===== src/rtl/fifo_rd_stream.sv =====
// rtl/fifo_rd_stream.sv - fifo_syn read stage: rden/valid pull to valid/ready stream with packet framing
module fifo_rd_stream #(
  parameter int DWTH    = 8,
  parameter int SKID_AW = 2,
  parameter int PKT_LEN = 16
) (
  input  logic            clk,
  input  logic            rst,
  input  logic            enable,
  input  logic            fifo_empty,
  output logic            fifo_rden,
  input  logic [DWTH-1:0] fifo_dout,
  input  logic            fifo_valid,
  output logic [DWTH-1:0] m_data,
  output logic            m_valid,
  input  logic            m_ready,
  output logic            m_last,
  output logic            busy,
  output logic            err_ovf
);

  localparam int                SKID_DEPTH = 2 ** SKID_AW;
  localparam logic [SKID_AW:0]  OCC_FULL   = (SKID_AW + 1)'(SKID_DEPTH);
  localparam logic [SKID_AW+1:0] CREDITS   = (SKID_AW + 2)'(SKID_DEPTH);
  localparam logic [15:0]       LAST_BEAT  = 16'(PKT_LEN - 1);

  typedef enum logic [1:0] {IDLE, RUN, STOP} state_t;

  state_t              state, state_nxt;
  logic [DWTH-1:0]     mem [SKID_DEPTH];
  logic [SKID_AW-1:0]  wptr, rptr;
  logic [SKID_AW:0]    occ, infl;
  logic [15:0]         bcnt;
  logic                pop, full, push_ok, issued;
  logic [SKID_AW+1:0]  committed;

  assign m_valid = (occ != '0);
  assign m_data  = mem[rptr];
  assign m_last  = m_valid && (bcnt == LAST_BEAT);
  assign busy    = (state != IDLE);

  always_comb begin
    pop       = m_valid && m_ready;
    full      = (occ == OCC_FULL);
    push_ok   = fifo_valid && (!full || pop);
    issued    = fifo_rden && !fifo_empty;
    // The read already requested this cycle holds a credit until it shows up in infl.
    committed = {1'b0, occ} + {1'b0, infl} + (SKID_AW + 2)'(fifo_rden);
  end

  always_comb begin
    state_nxt = state;
    case (state)
      IDLE:    if (enable) state_nxt = RUN;
      RUN:     if (!enable) state_nxt = STOP;
      STOP: begin
        if (enable)                          state_nxt = RUN;
        else if (infl == '0 && occ == '0)    state_nxt = IDLE;
      end
      default: state_nxt = IDLE;
    endcase
  end

  always_ff @(posedge clk) begin
    if (rst) begin
      state     <= IDLE;
      fifo_rden <= 1'b0;
      wptr      <= '0;
      rptr      <= '0;
      occ       <= '0;
      infl      <= '0;
      bcnt      <= '0;
      err_ovf   <= 1'b0;
      for (int i = 0; i < SKID_DEPTH; i++) mem[i] <= '0;
    end else begin
      state <= state_nxt;
      // Gating on enable keeps the RUN->STOP edge from issuing one more read.
      fifo_rden <= (state == RUN) && enable && !fifo_empty && (committed < CREDITS);

      if (push_ok) begin
        mem[wptr] <= fifo_dout;
        wptr      <= wptr + 1'b1;
      end
      if (fifo_valid && full && !pop) err_ovf <= 1'b1;

      if (pop) begin
        rptr <= rptr + 1'b1;
        bcnt <= (bcnt == LAST_BEAT) ? 16'd0 : bcnt + 16'd1;
      end

      if (push_ok && !pop)      occ <= occ + 1'b1;
      else if (!push_ok && pop) occ <= occ - 1'b1;

      if (issued && !fifo_valid)                   infl <= infl + 1'b1;
      else if (!issued && fifo_valid && infl != '0) infl <= infl - 1'b1;
    end
  end

endmodule

===== config.mk =====
export PLATFORM = sky130hd
export DESIGN_NAME = fifo_rd_stream
export DESIGN_NICKNAME = d
export VERILOG_FILES = /design/src/rtl/fifo_rd_stream.sv
export SDC_FILE = /design/constraint.sdc
export NUM_CORES = 1
export LEC_CHECK = 0
export CORE_UTILIZATION = 40
export CTS_BUF_LIST = sky130_fd_sc_hd__clkbuf_8
export CTS_CLUSTER_SIZE = 28
export DETAILED_ROUTE_END_ITERATION = 7
export PLACE_DENSITY = 0.68
export RECOVER_POWER = 100
export SYNTH_ARGS = -nofsm -noshare
export SYNTH_HDL_FRONTEND = slang
export SYNTH_SLANG_ARGS = --single-unit

===== constraint.sdc =====
create_clock -name clk -period 3.77 [get_ports clk]
set_input_delay 0.754 -clock clk [delete_from_list [all_inputs] [get_ports clk]]
set_output_delay 0.754 -clock clk [all_outputs]
set_load 0.05 [all_outputs]

Word-level counts from Yosys, hierarchy flattened
Memories as Yosys holds them, arrays and structs flattened. A register that Yosys moved wholly into a read port is not among the register bits. Cells that the tools add are included.

Input port bits: 14. Register bits: 30. Memories: 1. Bits in writable memories: 32. Word-level logic and storage cells: 78. Output and inout bits: 13.

$add $sub $neg: 9. Mux-type cells: 20. Reduce and logical (&&, ||, !) cells: 32. $lt $le $gt $ge: 1. Equality and inequality tests: 7.

Memories: mem (depth 4, width 8, rd ports 1, clocked after Yosys merged registers in 1, wr ports 4, line 30) `logic [DWTH-1:0] mem [SKID_DEPTH];`.

Operator list (number): $add A16 B1 Y16 const B (1); $eq A16 B4 Y1 const B (1); $mux W16 (1); $logic_and A1 B1 Y1 (15); $mux W2 (7); $mux W3 (4); $mux W8 (1); $reduce_or A8 Y1 (1); $add A3 B1 Y3 const B (2); $logic_not A1 Y1 (6); $logic_not A3 Y1 (2); $mux W1 (6); $pmux W2 S3 (1); $reduce_bool A2 Y1 (3); $reduce_bool A3 Y1 (2); $sub A3 B1 Y3 const B (2); $add A2 B1 Y2 const B (2); $add A3 B3 Y4 (1); $add A4 B1 Y4 (1); $lt A4 B3 Y1 const B (1); $ne A2 B2 Y1 const B (2); $eq A3 B3 Y1 const B (1); $ne A3 B3 Y1 const B (1); $reduce_and A3 Y1 (1); other kinds (4) (4).

Longest topological paths before layout
Depth after elaboration: 9. Mapped depth: 9. Mapped depth without buffers: 8.

Least setup slack after synthesis
OpenSTA, ideal clock, no wires.

Kind: in2reg. Start point: input port m_ready. End point: register occ[2]. Cell stages on the path: 9. Data required time: 3.699 ns. Data arrival time: 2.489 ns. Library setup time: 0.071 ns. Path buffers: 1. Setup slack: 1.210 ns. Cells stage by stage: or4b_1 -> and2_0 -> clkbuf_1 -> ha_1 -> inv_1 -> fa_1 -> xor2_1 -> or3_1 -> a21oi_1.

Cells in the longest elaborated chain, start to end: 6. Elaborated cells on any way between the ends: 9. Those cells by class: mux (1); reduce/logical (8).

Ends and longest elaborated chain: from (decl) (line 16) `input logic m_ready,`; $logic_and A1 B1 Y1 (*) (line 43) `pop = m_valid && m_ready;`; $logic_or A1 B1 Y1 (*) (line 45) `push_ok = fifo_valid && (!full || pop);`; $logic_and A1 B1 Y1 (*) (line 45); via push_ok (line 34) `logic pop, full, push_ok, issued;`; $logic_not A1 Y1 (line 92) `else if (!push_ok && pop) occ <= occ - 1'b1;`; $logic_and A1 B1 Y1 (line 92); $reduce_bool A2 Y1 (no source line); to (signal assigned) (line 91) `if (push_ok && !pop) occ <= occ + 1'b1;`; to (signal assigned) (line 92); to (decl) (line 32) `logic [SKID_AW:0] occ, infl;`.

Mark *: on every way through the listed nets, which the timed path passes. The rest lies on a longest branch. A chain may end at the register's enable or synchronous reset.

Final worst setup path
Start point: register bcnt[0]. End point: output port m_last.

Cells in the longest elaborated chain, start to end: 2.

Ends and longest elaborated chain: from (decl) (line 33) `logic [15:0] bcnt;`; from (signal assigned) (line 88) `bcnt <= (bcnt == LAST_BEAT) ? 16'd0 : bcnt + 16'd1;`; $eq A16 B4 Y1 (line 39) `assign m_last = m_valid && (bcnt == LAST_BEAT);`; $logic_and A1 B1 Y1 (line 39); to (decl) (line 17) `output logic m_last,`.

Every way passes these cells.

==> out/results.txt <==
Status: finished, final reports clean
Initial core utilization: 42.2%
First-pass GRT wire length: 9190 µm
Total CTS buffers: 9
Crit Path Max Fanout: 3
Syn Nets: 278
Cell count after synthesis: 257
Final Hold Fails: 0
Via count: 1,955
Post-synthesis xor/xnor area fraction: 4.51%
LEAKAGE: 0.00130 µW
Routed wire length: 5530 µm
Buffer count from post-CTS setup fixing: 0
Worst-skew pair later-pin latency: 0.34 ns
Worst setup EP type: output pin
CP Class: flop to output pin
Syn-to-layout area delta: 20.4%
All-layer global routing usage: 16.4%
Ant. Diodes: 0
CP cell instances: ha_1 > nor4bb_1 > nand4_1 > nor2b_1 > dlygate4sd3_1
Fillers: 625
Seq. cell area: 1600 µm²
Multi-input logic area: 1240 µm²
Root Buffer: clkbuf_8
Largest family of logic cells by synthesized area: simple AND/OR/NAND/NOR gates
Clk pin slew, worst setup/hold paths: 0.07 ns
Pin slew with the least headroom to its limit: 0.881 ns
EDFF count, synth: 32
Critical path depth in cells: 5
Simple-gate share of the synthesized area: 21.9%
Share of post-route cells with drive strength above 1: 8.84%
Cell Count Post-Placement: 374
Cell area after synthesis: 2920 µm²
Post-synth cell types: 44
Initial DRT Pass Iterations: 4
Avg WL per Cell: 14.2 µm
# H-tree levels: 3
Crit path time final: 3.13 ns
Rel. slew slack: 40.7%
Async SR Flop Fraction: 0%
Die area: 7630 µm²
Syn Area/Cell: 11.3 µm²
Post_cts resized: 0
Max cap viols: 0
Slew Limit Fails: 0
Area share of fa/ha/maj cells after synthesis: 3.52%
RR Endpoint: occ[2]
Vias in the first global route: 1,858
DRC Markers: 0
Fmax: 0.319 GHz
Die Wd: 87.4 µm
WP buf/inv: 1
Hold Crit Depth: 1
# setup viols final: 0
GPL Wtd Cong: 0.766
Period utilisation layout: 83.2%
Commonest non-fill, non-tap cells in the layout: dfxtp_1, edfxtp_1, nor2_1, and3_1, dlygate4sd3_1
Ports: 27
#FFs+latches synth: 64
Crit Reg-Reg Startpoint: occ[0]
Setup Skew: 0.00784 ns
Biggest cell delay along the critical path: 0.87 ns
DP HPWL: 3830 µm
Non-filler cells, final: 390
Pin count of the biggest net entering global routing: 25
Ys Warns: 0
Post-synthesis mux area share: 7.60%
Crit path DAT: 2.38 ns
Antenna viol nets, final: 0
GRT overflow: 0
Seq/Total Area, Yosys: 54.9%
Drt via density: 5.01
Die height: 87.4 µm
Family with the most delay on the worst path: buffers and inverters
Setup TNS Final: 0 ns
Hold Startpoint: state[1]
Clk sinks: 64
R2R depth: 8
Hold-fix buffers at CTS: 0
CTS max path bufs: 2
WP data required: 3.02 ns
CP Launch Type: flop
PortBufs: 26
Initial antenna violation count: 0
Max VDD drop: 0.000369 V
Final nets: 310
CTS tree: done
Compound-gate portion of the synthesized area: 5.15%
Hold WC Path Type: flop to flop
RSZ-0062 raised after global routing: false
FF-to-FF setup slack: 1.29 ns
WHS Endpoint: state[0]
Number of DRC markers in iteration 0: 114
Row Count: 30
PD cells: 636 nW/µm²
CP max stage cell: dlygate4sd3_1
Most used DFF post-synth: edfxtp_1
Core box area: 6910 µm²
==> routing by layer <==
layer / up-vias / track usage, % / share of wire, %
met3: 9 / 6.07 / 4.1
met5: - / 0 / 0
met2: 36 / 26.5 / 49
met1: 918 / 20.4 / 46
li1: 992 / - / -
met4: 0 / 5.37 / 1.0
==> worst max-delay path by stage <==
stage	from	to	slack (ns)
after floorplan	m_ready	occ[2]	1.21
after global placement	m_ready	occ[2]	0.74
after detailed placement	m_ready	occ[2]	0.70
after CTS	flop	m_data[3]	0.63
after global routing	bcnt[0]	m_last	0.49
final	bcnt[0]	m_last	0.64
==> sequential cells by signal, summed over array words and instances (netlist names), named ones only <==
name and count:
state 2, bcnt 16, occ 3, err_ovf 1, infl 3, wptr 2, fifo_rden 1, rptr 2
mem 32
==> worst reg2reg max path, cell delays in order (launching register included) <==
cell and delay, ns:
dfxtp_1 0.38, o31a_1 0.41, inv_1 0.33, ha_1 0.27, inv_1 0.06, fa_1 0.37, xor2_1 0.16, or3_1 0.30
a21oi_1 0.13
==> stage by stage <==
stage	total power, µW	hold WS, ns	area [µm²]	utilization [%]	worst slack, ns
finish	2230	0.456	3510	50.8	0.635
global route	2360	0.486	3510	50.8	0.485
CTS	2290	0.460	3530	51.2	0.627
detailed placement	1570	0.452	3290	47.6	0.696
global placement	1560	0.443	3290	47.6	0.739
floorplan	1390	0.424	2920	-	1.21
==> synthesized netlist by cell type, types with 8 or more instances <==
master / count / area (µm²)
mux4_2: 8 / 180
inv_1: 8 / 30.0
and2_1: 16 / 100
nand2_1: 15 / 56.3
dfxtp_1: 32 / 641
o21ai_0: 8 / 40.0
and3_1: 18 / 113
a21oi_1: 10 / 50.1
nor2_1: 21 / 78.8
xnor2_1: 11 / 96.3
edfxtp_1: 32 / 961
==> kinds of logic (layout without fill, tap and decap cells) <==
logic type | count (synthesis) | in the layout
simple gates | 116 | 116
xor+xnor | 15 | 15
mux | 12 | 12
flops | 64 | 64
compound gates | 25 | 25
fa+ha+maj | 7 | 7
buf+inv | 18 | 55
==> area by class of cell <==
class / instances / area share [%]
Multi-Input combinational cell: 175 / 35.2
Inverter: 9 / 0.963
Sequential cell: 64 / 45.6
Timing Repair Buffer: 30 / 7.84
Clock inverter: 7 / 3.39
Clock buffer: 9 / 3.53
Tap cell: 96 / 3.42
==> report_power, final <==
part / switching, µW / total (µW) / internal (µW) / leakage (µW)
sequential: 94.2 / 914 / 820 / 0.000593
clock: 276 / 716 / 440 / 0.000117
combinational: 353 / 603 / 249 / 0.000593
total: 723 / 2230 / 1510 / 0.00130
Power figures use the tool's default switching activity.
